**src/rtl/mem_port_arbiter.sv**
```systemverilog
// rtl/mem_port_arbiter.sv - fetch/data arbiter in front of one single-port 1-cycle-latency SRAM
//
// Optional build macro: MEM_ARB_STARVE_GUARD_EN
//   defined   -> fetch is forced to win a contested cycle after STARVE_MAX
//                consecutive denied fetch cycles
//   undefined -> strict data-over-fetch priority, no starvation counter

module mem_port_arbiter #(
  parameter int ADDR_W     = 32,
  parameter int DATA_W     = 32,
  parameter int STARVE_MAX = 4
) (
  input  logic                clk,
  input  logic                rst,

  // IF-stage fetch port (read only)
  input  logic                if_req,
  input  logic [ADDR_W-1:0]   if_addr,
  output logic                if_gnt,
  output logic                if_rvalid,
  output logic [DATA_W-1:0]   if_rdata,
  output logic                stall_if,

  // MEM-stage load/store port
  input  logic                d_req,
  input  logic                d_we,
  input  logic [DATA_W/8-1:0] d_be,
  input  logic [ADDR_W-1:0]   d_addr,
  input  logic [DATA_W-1:0]   d_wdata,
  output logic                d_gnt,
  output logic                d_rvalid,
  output logic [DATA_W-1:0]   d_rdata,

  // SRAM macro side
  output logic                mem_en,
  output logic [DATA_W/8-1:0] mem_we,
  output logic [ADDR_W-1:0]   mem_addr,
  output logic [DATA_W-1:0]   mem_wdata,
  input  logic [DATA_W-1:0]   mem_rdata
);

  localparam int BE_W = DATA_W / 8;

  // A non-positive starvation limit would make the guard meaningless.
  if (STARVE_MAX < 1) begin : g_starve_max_chk
    $error("mem_port_arbiter: STARVE_MAX must be at least 1");
  end

  // Who owns the read data coming back from the SRAM this cycle.
  typedef enum logic [1:0] {
    OWN_NONE  = 2'd0,
    OWN_IF_RD = 2'd1,
    OWN_D_RD  = 2'd2
  } owner_t;

  owner_t owner;
  owner_t owner_next;

  // High when fetch must win a cycle in which both ports request.
  logic fetch_wins;

`ifdef MEM_ARB_STARVE_GUARD_EN

  localparam int CNT_W = $clog2(STARVE_MAX + 1);

  logic [CNT_W-1:0] starve_cnt;
  logic             starved;

  assign starved    = (starve_cnt == CNT_W'(STARVE_MAX));
  assign fetch_wins = starved;

  // Count consecutive cycles in which fetch asks and is refused.
  always_ff @(posedge clk) begin
    if (rst) begin
      starve_cnt <= '0;
    end else if (if_gnt || !if_req) begin
      starve_cnt <= '0;
    end else if (!starved) begin
      starve_cnt <= starve_cnt + 1'b1;
    end
  end

`else

  assign fetch_wins = 1'b0;

`endif

  // Owner state register; reset discards any read that is in flight.
  always_ff @(posedge clk) begin
    if (rst) begin
      owner <= OWN_NONE;
    end else begin
      owner <= owner_next;
    end
  end

  // Next owner follows this cycle's grant; stores return nothing.
  always_comb begin
    owner_next = OWN_NONE;
    if (if_gnt) begin
      owner_next = OWN_IF_RD;
    end else if (d_gnt && !d_we) begin
      owner_next = OWN_D_RD;
    end
  end

  // Grants, memory-side mux and read-return steering.
  always_comb begin
    if_gnt    = 1'b0;
    d_gnt     = 1'b0;
    stall_if  = 1'b0;
    mem_en    = 1'b0;
    mem_we    = '0;
    mem_addr  = '0;
    mem_wdata = '0;
    if_rvalid = 1'b0;
    d_rvalid  = 1'b0;
    if_rdata  = '0;
    d_rdata   = '0;

    if (!rst) begin
      // Data side holds the older instruction, so it normally wins.
      if (d_req && !(if_req && fetch_wins)) begin
        d_gnt = 1'b1;
      end else if (if_req) begin
        if_gnt = 1'b1;
      end

      stall_if = if_req && !if_gnt;
      mem_en   = if_gnt || d_gnt;

      if (if_gnt) begin
        mem_addr = {if_addr[ADDR_W-1:2], 2'b00};
      end else if (d_gnt) begin
        mem_addr  = {d_addr[ADDR_W-1:2], 2'b00};
        mem_wdata = d_wdata;
        mem_we    = d_we ? d_be : {BE_W{1'b0}};
      end

      if_rvalid = (owner == OWN_IF_RD);
      d_rvalid  = (owner == OWN_D_RD);

      if (if_rvalid) begin
        if_rdata = mem_rdata;
      end
      if (d_rvalid) begin
        d_rdata = mem_rdata;
      end
    end
  end

endmodule

```
**config.mk**
```make
export PLATFORM = sky130hd
export DESIGN_NAME = mem_port_arbiter
export DESIGN_NICKNAME = d
export VERILOG_FILES = /design/src/rtl/mem_port_arbiter.sv
export SDC_FILE = /design/constraint.sdc
export NUM_CORES = 1
export LEC_CHECK = 0
export BUFFER_PORTS_ARGS = -buffer_cell sky130_fd_sc_hd__buf_2
export CAP_MARGIN = 30
export CORE_AREA = 2 2 108 110
export DETAILED_ROUTE_END_ITERATION = 7
export DIE_AREA = 0 0 110 112
export SKIP_CTS_REPAIR_TIMING = 1
export SLEW_MARGIN = 20
export SYNTH_ARGS = -nofsm -noshare
export SYNTH_HDL_FRONTEND = slang
export SYNTH_SLANG_ARGS = --single-unit
```
**constraint.sdc**
```tcl
create_clock -name clk -period 1.4 [get_ports clk]
set_input_delay 0.28 -clock clk [delete_from_list [all_inputs] [get_ports clk]]
set_output_delay 0.28 -clock clk [all_outputs]
set_load 0.01 [all_outputs]
```
==> summary.txt <==
Clock tree
  – Clock tree from TritonCTS: yes
  – Total CTS buffers: 3
  – # clock sinks: 2
  – Clock transition at path regs: ~0.030 ns
  – Clock Tree Root: clkbuf_16
  – Max Root-Sink Buffers: 2
  – CTS H-tree lvls: 1

Setup path
  – CP Capture Type: primary output
  – CP max FO: 17
  – Startpoint type of the worst setup path: register
  – CP Data Arrival Time: around 1.3 ns
  – Critical path required time: 1.12 ns
  – Setup crit start: owner[0]
  – Worst Path Class, Setup: register to primary output

Logic synthesis
  – Leading cell types by count after synthesis: 99 x and2_1, 30 x a32o_1, 8 x buf_2
  – Fraction of registers with async set/reset: 0%
  – Share of the synthesized area in the top cell type: a little over half
  – Area of the mapped netlist: between 0.001 and 0.0015 sq mm
  – Synth area leaders: and2_1 53%, a32o_1 26%, buf_2 3.4%, dfxtp_1 3.4%, buf_6 2.9%
  – Yosys top cell by area: and2_1
  – Cells after synthesis: between 150 and 200
  – Register area share after synthesis: 3.43%
  – Most common cell in the netlist: and2_1
  – Dominant synthesized flop cell: dfxtp_1
  – Synth Register Bits: 2
  – Synth cell types: 13
  – Avg Inst Size Synth: between 7 and 8 sq um
  – Synth warn: 0
  – Post-synth EDFFs: 0

Status
  – Status: finished with violations
  – Failing checks: setup timing

Layout
  – Final net count: ~580
  – Area Overhead vs Synth: 193%
  – Final Util: between 30% and 40%
  – Regs by FF count: owner (2)
  – Ratio of cells with drive above 1 in the final layout: roughly 76%
  – Largest Register: owner
  – Filler cells: 1206
  – Max reg flops: 2

Die
  – Total die area: ~0.012 sq mm
  – Die extent in y: ~110 microns
  – Initial Util: a little over a tenth
  – IO Pins: 275
  – Site Rows: 39
  – Core box area: 0.0112 sq mm
  – Die W: around 110 microns

Global route
  – First-pass GRT wire length: just under 10000 microns
  – Number of global-route vias before repair: 1934
  – Total GRT Usage: around 10%
  – Total grt overflow: 0
  – Initial antenna violation count: 1
  – Largest net degree at the start of global routing: 35

Timing
  – Crit path time final: approximately 1.6 ns
  – Final setup TNS: -9.39 ns
  – Final WS setup: -0.169 ns
  – RSZ-0062 raised after global routing: yes
  – Final Hold Viols: 0
  – Fin crit share: 112%
  – FMAX: 637 MHz
  – Slew Limit Fails: 0
  – Final setup violation count: about 110

Placement
  – Pre-CTS WS: -0.0888 ns
  – RD Place Congestion: between 0.7 and 0.8
  – HPWL Detailed: around 6400 microns
  – IO buf count: roughly 270

Drt
  – Drt pass-1 iters: 4
  – Via density: ~4.0
  – Via count: about 2300
  – Avg WL per Cell: about 15 microns
  – DRC: 0
  – Post-detailed-route count of antenna-violating nets: 0
  – Routed WL: 8800 microns
  – Initial drt markers: between 60 and 70

Hold path
  – Worst Hold Launch: d_we
  – HP Class: input pin to register
  – Hold depth: 2

Job
  – Max cap viols: 0

Pwr
  – Peak VDD IR: around 0.37 mV
  – Leakage power total: around 0.0020 uW
  – Power Dens Cells: ~370 mW/mm^2
[where the power goes]
part	internal (uW)	switching, uW	total [uW]
clock	363	58.7	421
sequential	60.4	2.25	62.6
combinational	451	327	779
[cells by family (layout without fill, tap and decap cells)]
| kind of cell | count (synthesis) | after routing | synth area share, % |
|---|---|---|---|
| and+or+nand+nor | 110 | 110 | 59.3 |
| other | 1 | 3 | 0.321 |
| AOI/OAI and AO/OA | 30 | 30 | 25.7 |
| buffers and inverters | 23 | 295 | 11.2 |
| DFF | 2 | 2 | 3.43 |
[cells in the final DEF, fill, tap and decap left out]
cell type and count:
conb_1 2, a32o_2 6, buf_12 8, buf_6 40
buf_4 5, nor2_4 1, a32o_1 24, nor2_1 2
diode_2 1, nor2b_1 1, buf_8 4, and3_1 4
dfxtp_2 2, and2_1 72, and2_4 27, buf_2 228
nor3b_4 2, nor2b_4 1, clkbuf_16 10
[path summary, 6_finish.rpt]
kind / endpoint / slack, ns
min: owner[1] / 0.33
max: if_rdata[12] / -0.17
[final cells by class]
| type | instances | area [sq um] | area share, % |
|---|---|---|---|
| Clock buffer | 3 | 75.1 | 2.19 |
| Multi-Input combinational cell | 142 | 1100 | 32.2 |
| Antenna cell | 1 | 2.50 | 0.0730 |
| Sequential cell | 2 | 42.5 | 1.24 |
| Timing Repair Buffer | 292 | 2020 | 59.1 |
| Tap cell | 143 | 179 | 5.22 |
[critical path, stage by stage, from the launching register on]
cell and delay, ns:
dfxtp_2 0.34, nor3b_4 0.20, buf_4 0.15, buf_12 0.12
and2_1 0.13, buf_2 0.13
[metal layers]
layer	global-route usage, %	vias up	part of all wire [%]
met3	1.64	0	10
met1	11.3	1038	35
met5	0	-	0
li1	-	1122	-
met4	1.43	0	0
met2	20.4	166	55
[through the flow]
step	cells	total power (uW)	hold WS, ns	instance area, sq um
floorplan	167	312	0.352	1170
global placement	562	665	0.564	2700
detailed placement	562	666	0.567	2700
CTS	565	1100	0.343	2770
global route	583	1340	0.339	3430
finish	583	1260	0.335	3430
Power figures use the tool's default switching activity.
